## src/rtl/rv_pkg.sv

```systemverilog
// Shared fetch-side types and constants.
// No logic; types only.
// No flow control.
package rv_pkg;

    localparam int XLEN = 32;
    localparam int ILEN = 32;

    localparam logic [ILEN-1:0] INSTR_NOP = 32'h0000_0013;
    localparam logic [XLEN-1:0] PC_STEP   = 32'd4;

    // One decoded-stage-bound entry: instruction word plus its address.
    typedef struct packed {
        logic [ILEN-1:0] instr;
        logic [XLEN-1:0] pc;
    } fetch_entry_t;

endpackage

```

## src/rtl/fetch_unit_if.sv

```systemverilog
// Bundle of the fetch stage's memory, redirect and decode handshakes.
// No logic; wiring only.
// master = fetch unit, slave = memory/decoder/branch environment.
interface fetch_unit_if;
    import rv_pkg::*;

    logic            imem_req_valid;
    logic            imem_req_ready;
    logic [XLEN-1:0] imem_req_addr;
    logic            imem_rsp_valid;
    logic [ILEN-1:0] imem_rsp_data;
    logic            redirect_valid;
    logic [XLEN-1:0] redirect_pc;
    logic            if_valid;
    logic            if_ready;
    logic [ILEN-1:0] if_instr;
    logic [XLEN-1:0] if_pc;

    modport master (
        output imem_req_valid, imem_req_addr, if_valid, if_instr, if_pc,
        input  imem_req_ready, imem_rsp_valid, imem_rsp_data, redirect_valid, redirect_pc, if_ready
    );

    modport slave (
        input  imem_req_valid, imem_req_addr, if_valid, if_instr, if_pc,
        output imem_req_ready, imem_rsp_valid, imem_rsp_data, redirect_valid, redirect_pc, if_ready
    );

endinterface

```

## src/rtl/fetch_fifo.sv

```systemverilog
// Small instruction buffer with the head read straight from storage flops.
// Push visible at head the cycle after it is written.
// No internal backpressure: caller must never push while full; flush wins.
module fetch_fifo
    import rv_pkg::*;
#(
    parameter int DEPTH = 2
) (
    input  logic                   clk,
    input  logic                   rst,
    input  logic                   push,
    input  fetch_entry_t           push_data,
    input  logic                   pop,
    input  logic                   flush,
    output fetch_entry_t           head,
    output logic                   full,
    output logic                   empty,
    output logic [$clog2(DEPTH):0] count
);
    localparam int AW = $clog2(DEPTH);
    localparam int CW = AW + 1;

    fetch_entry_t   mem [DEPTH];
    logic [AW-1:0]  wr_ptr;
    logic [AW-1:0]  rd_ptr;

    assign head  = mem[rd_ptr];
    assign full  = (count == CW'(DEPTH));
    assign empty = (count == '0);

    // Storage, pointers and occupancy; flush drops every entry at once.
    always_ff @(posedge clk or posedge rst) begin
        if (rst) begin
            for (int i = 0; i < DEPTH; i++) begin
                mem[i] <= '{instr: INSTR_NOP, pc: '0};
            end
            wr_ptr <= '0;
            rd_ptr <= '0;
            count  <= '0;
        end else if (flush) begin
            wr_ptr <= '0;
            rd_ptr <= '0;
            count  <= '0;
        end else begin
            if (push) begin
                mem[wr_ptr] <= push_data;
                wr_ptr      <= wr_ptr + AW'(1);
            end
            if (pop) begin
                rd_ptr <= rd_ptr + AW'(1);
            end
            if (push && !pop) begin
                count <= count + CW'(1);
            end else if (pop && !push) begin
                count <= count - CW'(1);
            end
        end
    end

endmodule

```

## src/rtl/fetch_unit.sv

```systemverilog
// Instruction fetch: PC, credit-limited memory requests, buffered delivery to decode.
// Response reaches decode 1 cycle after it arrives; request goes out combinationally.
// Requests stall on missing credit or redirect; decode stalls via if_ready.
module fetch_unit
    import rv_pkg::*;
#(
    parameter logic [XLEN-1:0] RESET_PC   = 32'h0000_0000,
    parameter int              FIFO_DEPTH = 2
) (
    input  logic          clk,
    input  logic          rst,
    fetch_unit_if.master  bus
);
    localparam int AW = $clog2(FIFO_DEPTH);
    localparam int CW = AW + 1;

    logic [XLEN-1:0] pc;
    logic [CW-1:0]   outstanding;
    logic [CW-1:0]   drop_cnt;
    logic [CW-1:0]   fifo_count;
    logic [XLEN-1:0] tag_q [FIFO_DEPTH];
    logic [AW-1:0]   tag_wr;
    logic [AW-1:0]   tag_rd;
    logic            credit_ok;
    logic            req_fire;
    logic            push;
    logic            pop;
    logic            fifo_full;
    logic            fifo_empty;
    fetch_entry_t    head;
    fetch_entry_t    push_data;

    // Dropped-but-still-in-flight requests keep consuming credit until they return.
    assign credit_ok = ({1'b0, outstanding} + {1'b0, fifo_count}) < (CW+1)'(FIFO_DEPTH);
    assign bus.imem_req_valid = !rst && !bus.redirect_valid && credit_ok;
    assign bus.imem_req_addr  = pc;
    assign req_fire = bus.imem_req_valid && bus.imem_req_ready;

    // A redirect discards the response of its own cycle and ignores the decoder pop.
    assign push = bus.imem_rsp_valid && (drop_cnt == '0) && !bus.redirect_valid;
    assign pop  = bus.if_valid && bus.if_ready && !bus.redirect_valid;

    assign push_data = '{instr: bus.imem_rsp_data, pc: tag_q[tag_rd]};

    assign bus.if_valid = !fifo_empty;
    assign bus.if_instr = head.instr;
    assign bus.if_pc    = head.pc;

    // PC and the request-order address tags that label returning words.
    always_ff @(posedge clk or posedge rst) begin
        if (rst) begin
            pc     <= RESET_PC;
            tag_wr <= '0;
            tag_rd <= '0;
            for (int i = 0; i < FIFO_DEPTH; i++) begin
                tag_q[i] <= '0;
            end
        end else if (bus.redirect_valid) begin
            pc     <= bus.redirect_pc & ~XLEN'(3);
            tag_wr <= '0;
            tag_rd <= '0;
        end else begin
            if (req_fire) begin
                pc            <= pc + PC_STEP;
                tag_q[tag_wr] <= pc;
                tag_wr        <= tag_wr + AW'(1);
            end
            if (push) begin
                tag_rd <= tag_rd + AW'(1);
            end
        end
    end

    // In-flight request count and how many of them belong to a flushed stream.
    always_ff @(posedge clk or posedge rst) begin
        if (rst) begin
            outstanding <= '0;
            drop_cnt    <= '0;
        end else begin
            outstanding <= outstanding + CW'(req_fire) - CW'(bus.imem_rsp_valid);
            if (bus.redirect_valid) begin
                drop_cnt <= outstanding + CW'(req_fire) - CW'(bus.imem_rsp_valid);
            end else if (bus.imem_rsp_valid && (drop_cnt != '0)) begin
                drop_cnt <= drop_cnt - CW'(1);
            end
        end
    end

    fetch_fifo #(.DEPTH(FIFO_DEPTH)) u_fifo (
        .clk       (clk),
        .rst       (rst),
        .push      (push),
        .push_data (push_data),
        .pop       (pop),
        .flush     (bus.redirect_valid),
        .head      (head),
        .full      (fifo_full),
        .empty     (fifo_empty),
        .count     (fifo_count)
    );

    a_no_overflow: assert property (@(posedge clk) disable iff (rst) !(push && fifo_full));
    a_rsp_expected: assert property (@(posedge clk) disable iff (rst)
        !(bus.imem_rsp_valid && (outstanding == '0)));
    a_drop_bound: assert property (@(posedge clk) disable iff (rst) drop_cnt <= outstanding);

endmodule

```

## src/flat_wrapper.sv

```systemverilog
// flat-port wrapper written by rule: the top's interface ports become plain ports
module fetch_unit_flat import rv_pkg::*;
#(
    parameter logic [XLEN-1:0] RESET_PC   = 32'h0000_0000,
    parameter int              FIFO_DEPTH = 2
)
  (clk, rst, bus_imem_req_valid, bus_imem_req_addr, bus_if_valid, bus_if_instr, bus_if_pc, bus_imem_req_ready, bus_imem_rsp_valid, bus_imem_rsp_data, bus_redirect_valid, bus_redirect_pc, bus_if_ready);
  fetch_unit_if bus_i ();
  input  logic clk;
  input  logic rst;
  output wire logic [$bits(bus_i.imem_req_valid)-1:0] bus_imem_req_valid;
  output wire logic [$bits(bus_i.imem_req_addr)-1:0] bus_imem_req_addr;
  output wire logic [$bits(bus_i.if_valid)-1:0] bus_if_valid;
  output wire logic [$bits(bus_i.if_instr)-1:0] bus_if_instr;
  output wire logic [$bits(bus_i.if_pc)-1:0] bus_if_pc;
  input wire logic [$bits(bus_i.imem_req_ready)-1:0] bus_imem_req_ready;
  input wire logic [$bits(bus_i.imem_rsp_valid)-1:0] bus_imem_rsp_valid;
  input wire logic [$bits(bus_i.imem_rsp_data)-1:0] bus_imem_rsp_data;
  input wire logic [$bits(bus_i.redirect_valid)-1:0] bus_redirect_valid;
  input wire logic [$bits(bus_i.redirect_pc)-1:0] bus_redirect_pc;
  input wire logic [$bits(bus_i.if_ready)-1:0] bus_if_ready;
  assign bus_imem_req_valid = bus_i.imem_req_valid;
  assign bus_imem_req_addr = bus_i.imem_req_addr;
  assign bus_if_valid = bus_i.if_valid;
  assign bus_if_instr = bus_i.if_instr;
  assign bus_if_pc = bus_i.if_pc;
  assign bus_i.imem_req_ready = bus_imem_req_ready;
  assign bus_i.imem_rsp_valid = bus_imem_rsp_valid;
  assign bus_i.imem_rsp_data = bus_imem_rsp_data;
  assign bus_i.redirect_valid = bus_redirect_valid;
  assign bus_i.redirect_pc = bus_redirect_pc;
  assign bus_i.if_ready = bus_if_ready;
  fetch_unit #(.RESET_PC(RESET_PC), .FIFO_DEPTH(FIFO_DEPTH)) u_core (.clk(clk), .rst(rst), .bus(bus_i));
endmodule
```

## config.mk

```make
export PLATFORM = sky130hd
export DESIGN_NAME = fetch_unit_flat
export DESIGN_NICKNAME = d
export VERILOG_FILES = /design/src/rtl/rv_pkg.sv /design/src/rtl/fetch_unit_if.sv /design/src/rtl/fetch_fifo.sv /design/src/rtl/fetch_unit.sv /design/src/flat_wrapper.sv
export SDC_FILE = /design/constraint.sdc
export NUM_CORES = 1
export LEC_CHECK = 0
export ABC_AREA = 1
export CORE_ASPECT_RATIO = 2
export CORE_MARGIN = 4
export CORE_UTILIZATION = 45
export DETAILED_ROUTE_END_ITERATION = 8
export PLACE_DENSITY = 0.71
export SKIP_CTS_REPAIR_TIMING = 1
export SYNTH_ARGS = -nofsm -noshare
export SYNTH_HDL_FRONTEND = slang
export SYNTH_SLANG_ARGS = --single-unit
```

## constraint.sdc

```tcl
create_clock -name clk -period 8 [get_ports clk]
set_clock_uncertainty 0.15 [all_clocks]
set_input_delay 1.6 -clock clk [delete_from_list [all_inputs] [get_ports clk]]
set_output_delay 1.6 -clock clk [all_outputs]
set_load 0.02 [all_outputs]
```

; After elaboration in Yosys (flattened, before gate mapping)
; Index checks and enable logic that the tools add are counted.
[word_totals]
regBits = 234
input_bits = 70
[op_classes]
bitwise = 5
n_reduce_logical = 27
magnitude_cmp = 7
addsub = 11
muxes = 27
[ops]
columns = cell, n
row1 = 2-to-1 mux 64 bit, 4
row2 = 2-to-1 mux 32 bit, 6
row3 = bitwise mux 128 bit, 1
row4 = bitwise mux 64 bit, 1
row5 = demux 64 bit (select 1 bit), 1
row6 = "adder 32 x 3 -> 32 bit, second input constant", 1
row7 = demux 32 bit (select 1 bit), 1
row8 = logical AND 1 bit, 12
row9 = 2-to-1 mux 2 bit, 5
row10 = nonzero test 2 bit, 5
row11 = ">= comparator 2 bit, second input constant", 4
row12 = 2-to-1 mux 1 bit, 8
row13 = NOT 1 -> 2 bit, 4
row14 = zero test 1 bit, 5
row15 = "adder 1 bit, second input constant", 4
row16 = zero test 2 bit, 2
row17 = "less-than comparator 2 x 1 -> 1 bit, second input constant", 2
row18 = AND reduction 2 bit, 2
row19 = "subtractor 2 x 1 -> 2 bit, second input constant", 2
row20 = adder 2 x 2 -> 3 bit, 1
row21 = "less-than comparator 3 x 2 -> 1 bit, second input constant", 1
row22 = nonzero test 3 bit, 1
row23 = adder 2 x 1 -> 2 bit, 1
row24 = "adder 2 x 1 -> 2 bit, second input constant", 1
row25 = other kinds (2), 2

; Depth between registers and ports, before layout
; Gate-level depths: netlist of the first run.
[depth]
ltp_word = 8
depth_mapped = 12
mapped_depth_nobuf = 11

; By module
; From an unflattened synthesis of the first run, not the netlist that was laid out.
[unflattened]
cells_unflattened = 1294
area_unflattened_um2 = 11164.5
[by_module_without_submodules]
columns = mod, area_per_inst_um2, cells_per_inst, instances
row1 = fetch_fifo, 5952.0, 579, 1
row2 = fetch_unit, 5212.5, 715, 1

; Worst setup path before layout of the first run
; OpenSTA, ideal clock, no wires.
[synth_timing]
kind = in2out
startpoint = in rst
endpoint = out bus_imem_req_valid
cell_stages = 3
t_required_ps = 6250
arrival_time_ps = 6848
path_slack_ps = -598
path_cell_list = inv_1 -> nand3_1 -> inv_1
[synth_via]
elab_chain_len = 3
[synth_lines]
columns = item, line
row1 = from (decl), flat_wrapper.sv:10  ; input logic rst;
row2 = zero test 1 bit, fetch_unit.sv:35  ; assign bus.imem_req_valid = !rst && !bus.redirect_valid && credit_ok;
row3 = logical AND 1 bit (2 in series), fetch_unit.sv:35
row4 = to (decl), flat_wrapper.sv:11  ; output wire logic [$bits(bus_i.imem_req_valid)-1:0] bus_imem_req_valid;
; No other way between the ends.

; Final worst setup path of the first run
; Same ends and word-level chain as after synthesis.

==> impl_metrics.tcl, run 1 <==
set metrics [dict create \
    cts-root-buf "clkbuf_16" \
    diodes 0 \
    ys_seq_elements 224 \
    fin_setup_tns_ns 0 \
    vias_per_cell 5.01 \
    drt-total-wl_mm 26.1 \
    via_count 9083 \
    die_h_um 226 \
    maxCapViolCount 0 \
    peakVddDrop_mv 0.200 \
    crit_fanout 13 \
    drive_gt1_share_pct 6.34 \
    rows 79 \
    area_growth_pct 23.0 \
    cp.arrival_ns 3.25 \
    postSynthAreaPerCell_um2 7.75 \
    rsz0062_at_grt "false" \
    grt_pass1_wl_mm 42.8 \
    initial_core_util_pct 45.8 \
    synthCells 1384 \
    grt_max_degree 105 \
    tightest_slew_ns 1.09 \
    clk_path_buf_depth 3 \
    cts_sinks 224 \
    clk_latency_ns 0.51 \
    slew_headroom_pct 27.4 \
    antenna_found_initial 0 \
    p_per_area_nw_per_um2 353 \
    die_w_um 117 \
    coreArea_um2 23400 \
    p_leak_nw 6.31 \
    grt_pass1_vias 8844 \
    hold_class "register to register" \
    ys_warn_count 0 \
    hold_viol 0 \
    antenna_left 0 \
    status "complete, no violations" \
    htreeDepth 1 \
    clkTransAtPathRegs_ns 0.06 \
    maxSlewViolCount 0 \
    die_area_um2 26500 \
    io-pin-count 168 \
    hpwl_mm 17.8 \
    wl_per_cell_um 14.4 \
    drt_first_pass_iters 5 \
    fmax_mhz 200 \
    post-route-drc-count 0 \
    nets 1588 \
    grt_overflow 0 \
    track_usage_pct 19.9 \
    critPathKind "input port to output pin" \
    end_kind "output pin" \
    cts_tree "done" \
    cts_buffers 22 \
    period_share_pct 62.5 \
    timing.hold.ws_ns 0.313 \
    setup_viol 0 \
    syn_area_um2 10700 \
    port_buffers 161 \
    drtIter0Drc 543 \
    worstPathRequired_ns 6.25 \
    synthDistinctLibCells 32 \
    crit_path_start_kind "input port" \
    place.gp.congestion 0.858 \
    layout_min_cycle_time_ns 5.00 \
    synth-seq-area-share_pct 52.3 \
]
-- registers in the layout, indices dropped and copies added (netlist names) --
signal,flops
u_core.u_fifo.rd_ptr,1
u_core.u_fifo.mem,124
u_core.outstanding,2
u_core.u_fifo.wr_ptr,1
u_core.tag_q,60
u_core.u_fifo.count,2
u_core.drop_cnt,2
u_core.bus.imem_req_addr,30
u_core.tag_wr,1
u_core.tag_rd,1
-- area by class of cell --
| cell class | instances | area [µm²] |
|---|---|---|
| clock inverters | 9 | 156 |
| multi-input cells | 957 | 4200 |
| repair buffers | 172 | 1690 |
| inverters | 136 | 519 |
| well taps | 283 | 354 |
| clock buffers | 31 | 656 |
| fillers | 2213 | 10200 |
| flip-flops and latches | 224 | 5620 |
-- layer usage --
metal | up-vias | share of wire [%] | global-route usage (%)
li1 | 4550 | - | -
met5 | - | 0 | 0
met1 | 4260 | 40 | 24.3
met4 | 0 | 4.3 | 8.63
met3 | 55 | 4.1 | 2.00
met2 | 218 | 52 | 35.0
-- metrics by stage --
step	power (mW)	util, %	instances	cell area (µm²)	worst slack (ns)
after global placement	3.49	52.9	1772	12400	2.99
after CTS	4.71	56.3	1812	13200	2.98
after floorplan	2.89	-	1387	10700	0.892
after global routing	4.99	56.3	1812	13200	2.85
final	4.66	56.3	1812	13200	3.00
after detailed placement	3.55	52.9	1772	12400	2.98
-- cell families (layout without fill, tap and decap cells) --
logic type | Yosys count | in the layout | share of synthesized area [%]
AOI/OAI and AO/OA | 224 | 224 | 10.9
other | 1 | 4 | 0.0349
buffers and inverters | 206 | 348 | 8.67
adders and majority gates | 5 | 5 | 0.653
DFF | 224 | 224 | 52.3
and+or+nand+nor | 718 | 718 | 26.9
xor gates and xnor gates | 6 | 6 | 0.490
-- synth_stat cells --
cell | count | share of area, %
a21oi_1 | 3 | 0.14
buf_1 | 1 | 0.035
buf_2 | 35 | 1.6
buf_4 | 9 | 0.63
buf_6 | 10 | 1.0
clkbuf_1 | 15 | 0.52
conb_1 | 1 | 0.035
dfrtp_1 | 218 | 51
dfstp_2 | 6 | 1.5
fa_1 | 1 | 0.19
ha_1 | 4 | 0.47
inv_1 | 132 | 4.6
inv_2 | 2 | 0.070
inv_4 | 2 | 0.12
nand2_1 | 599 | 21
nand2_2 | 14 | 0.82
nand2_4 | 1 | 0.10
nand3_1 | 52 | 2.4
nand4_1 | 1 | 0.058
nand4_4 | 1 | 0.20
nor2_1 | 37 | 1.3
nor2_2 | 4 | 0.23
nor2_4 | 6 | 0.63
nor3_1 | 2 | 0.093
nor3_2 | 1 | 0.093
o211ai_1 | 5 | 0.35
o21ai_0 | 93 | 4.3
o21ai_1 | 112 | 5.2
o21ai_2 | 10 | 0.82
o221ai_1 | 1 | 0.082
xnor2_1 | 3 | 0.24
xor2_1 | 3 | 0.24
-- path summary, 6_finish.rpt --
check                                  startpoint                    end  slack, ns  depth (start not counted)
setup / recovery                              rst     bus_imem_req_valid       3.00                          5
setup reg to reg           u_core.u_fifo.count[0]       u_core.tag_q[22]       4.96                          9
hold reg to reg             u_core.u_fifo.mem[32]  u_core.u_fifo.mem[32]       0.31                          2
hold / removal              u_core.u_fifo.mem[32]  u_core.u_fifo.mem[32]       0.31                          2
min in group asynchronous                     rst  u_core.u_fifo.mem[53]       1.28                          2
max in group asynchronous                     rst  u_core.u_fifo.mem[18]       4.39                          4
-- cells in the final DEF (no fill, tap or decap), types with 4 or more instances in the layout --
cell,count
buf_4,11
clkinv_2,4
nor2_4,6
o211ai_1,5
nand3_1,52
inv_1,131
o21ai_0,93
conb_1,4
nor2_1,37
o21ai_2,10
bufinv_16,4
ha_1,4
clkdlybuf4s50_1,161
dfrtp_1,217
nand2_2,14
clkbuf_16,23
o21ai_1,112
nand2_1,599
nor2_2,4
clkbuf_8,5
dfstp_2,6
-- where the power goes --
group,leakage (nW),internal [mW],switching (mW)
logic,3.02,0.696,1.02
registers,2.88,1.58,0.225
clock network,0.402,0.704,0.442
total,6.31,2.98,1.69
-- critical path, cell delays in order --
cell and delay, ns:
clkdlybuf4s50_1 0.50, clkinvlp_4 0.35, nand3_1 0.20, inv_1 0.05, clkdlybuf4s50_1 0.53
No activity file was read; power rests on OpenSTA's default activity.
==> inputs of run 2 (changes only) <==
==> constraint.sdc (replaced) <==
create_clock -name clk -period 4.07 [get_ports clk]
set_clock_uncertainty 0.15 [all_clocks]
set_input_delay 0.814 -clock clk [delete_from_list [all_inputs] [get_ports clk]]
set_output_delay 0.814 -clock clk [all_outputs]
set_load 0.02 [all_outputs]
==> run 2 against run 1 <==
First-iteration DRC count rose by 9.2%. Count of clock-buffer cells in the layout is 5 lower. Non-clock buffer count grew 3. Routed wire length up 0.88%. Highest routed layer unchanged. Setup slack lost 2.5 ns. Combinational power grew 97%. Sequential share of layout area fell by 0.13 points. Worst hold slack about the same. Utilization is 0.17 points higher. Cell area up 0.30%. Flip-flop and latch count did not move. Clock power grew 83%.
==> impl_metrics.tcl, run 2 (synthesis results as in run 1) <==
set metrics [dict create \
    status "complete, no violations" \
    drt_first_pass_iters 5 \
    port_buffers 161 \
    period_share_pct 87.2 \
    layout_min_cycle_time_ns 3.55 \
    worst_slack_ns 0.522 \
    met3_usage_pct 1.84 \
    die_w_um 117 \
    cts_tree "done" \
    p_leak_nw 6.31 \
    end_kind "output pin" \
    slew_headroom_pct 29.6 \
    grt_pass1_wl_mm 43.6 \
    endpoint "bus_if_instr[3]" \
    clk_path_buf_depth 3 \
    final_area_um2 13200 \
    largest_register_ffs 124 \
    vias_per_cell 5.05 \
    nets 1590 \
    grt_max_degree 176 \
    htreeDepth 1 \
    initial_core_util_pct 45.8 \
    drtIter0Drc 593 \
    startpoint "u_core.u_fifo.rd_ptr" \
    p_per_area_nw_per_um2 686 \
    area_growth_pct 23.3 \
    drt-total-wl_mm 26.3 \
    clk_latency_ns 0.50 \
    wl_per_cell_um 14.5 \
    top_usage_layer "met2" \
    die_area_um2 26500 \
    rows 79 \
    fill_cells 2157 \
    place.gp.congestion 0.876 \
    final_util_pct 56.5 \
    fmax_mhz 282 \
    grt_pass1_vias 8885 \
    rsz0062_at_grt "false" \
    clkTransAtPathRegs_ns 0.07 \
    critPathKind "register to output pin" \
    final_common_cell "nand2_1" \
    worstPathRequired_ns 3.11 \
    hold_viol 0 \
    maxSlewViolCount 0 \
    track_usage_pct 20.2 \
    grt.met2_usage_pct 35.8 \
    antenna_left 0 \
    hold_class "register to register" \
    cts_buffers 21 \
    use_met1_pct 24.6 \
    io-pin-count 168 \
    crit_path_start_kind "register" \
    pre_cts_ws_ns 0.789 \
    tightest_slew_ns 1.05 \
    drive_gt1_share_pct 6.54 \
    maxCapViolCount 0 \
    placed_area_um2 12500 \
    coreArea_um2 23400 \
    grt_overflow 0 \
    fin_setup_tns_ns 0 \
    final_cell_mix "nand2_1 (599), dfrtp_1 (217), clkdlybuf4s50_1 (161), inv_1 (130), o21ai_1 (122)" \
    cts_sinks 224 \
    die_h_um 226 \
    cts-root-buf "clkbuf_16" \
    antenna_found_initial 0 \
    crit_fanout 65 \
    post-route-drc-count 0 \
    regMostFlops "u_core.u_fifo.mem" \
    r2r_end "u_core.tag_q[23]" \
    rr_worst_depth 10 \
    reg2reg_slack_ns 1.28 \
    hpwl_mm 18.2 \
    crit-reg2reg-launch "u_core.u_fifo.count[0]" \
    peakVddDrop_mv 0.330 \
    cp.arrival_ns 2.58 \
    setup_viol 0 \
    diodes 0 \
    via_count 9145 \
]
run 2: cell count changes in the layout (fill, tap and decap cells not counted), sizes merged:
cell | previous run | this run
inv | 135 | 137
clkinvlp | 1 | 2
clkinv | 5 | 3
clkbuf | 31 | 26
buf | 11 | 14
run 2: worst min path at each step:
stage                                     start                     to  slack [ns]  depth (start not counted)
after detailed placement  u_core.u_fifo.mem[36]  u_core.u_fifo.mem[36]        0.31                          2
after global placement    u_core.u_fifo.mem[32]  u_core.u_fifo.mem[32]        0.30                          2
after global routing      u_core.u_fifo.mem[18]  u_core.u_fifo.mem[18]        0.34                          2
after floorplan           u_core.u_fifo.mem[10]  u_core.u_fifo.mem[10]        0.29                          2
after CTS                 u_core.u_fifo.mem[36]  u_core.u_fifo.mem[36]        0.32                          2
final                     u_core.u_fifo.mem[36]  u_core.u_fifo.mem[36]        0.31                          2
run 2: final cells by class:
| type | count | area, µm² | share of cell area (%) |
|---|---|---|---|
| Sequential cell | 224 | 5620 | 42.4 |
| Multi-Input combinational cell | 957 | 4220 | 31.9 |
| Timing Repair Buffer | 175 | 1790 | 13.5 |
| Clock buffer | 26 | 574 | 4.34 |
| Inverter | 136 | 519 | 3.92 |
| Tap cell | 283 | 354 | 2.68 |
| Clock inverter | 10 | 160 | 1.21 |
run 2: worst max-delay path, stage by stage (launching register included):
cell,delay (ns)
dfrtp_4,0.82
buf_12,0.32
nand2_1,0.07
o21ai_0,0.14
clkdlybuf4s50_1,0.67
run 2: per-stage QoR:
stage | total power, mW | hold slack [ns] | instances
CTS | 9.20 | 0.317 | 1811
detailed placement | 7.05 | 0.306 | 1775
floorplan | 5.72 | 0.292 | 1387
global route | 9.75 | 0.340 | 1811
finish | 9.08 | 0.314 | 1811
global placement | 6.93 | 0.302 | 1775
run 2: per-layer routing:
metal | up-vias | routed length, µm
met5 | - | 0
met4 | 0 | 1220
met3 | 74 | 976
met2 | 229 | 13600
met1 | 4291 | 10500
li1 | 4551 | -
run 2: where the power goes:
| part | switching, mW | internal, mW |
|---|---|---|
| Combinational | 1.98 | 1.41 |
| Clock | 0.842 | 1.26 |
| Sequential | 0.487 | 3.10 |
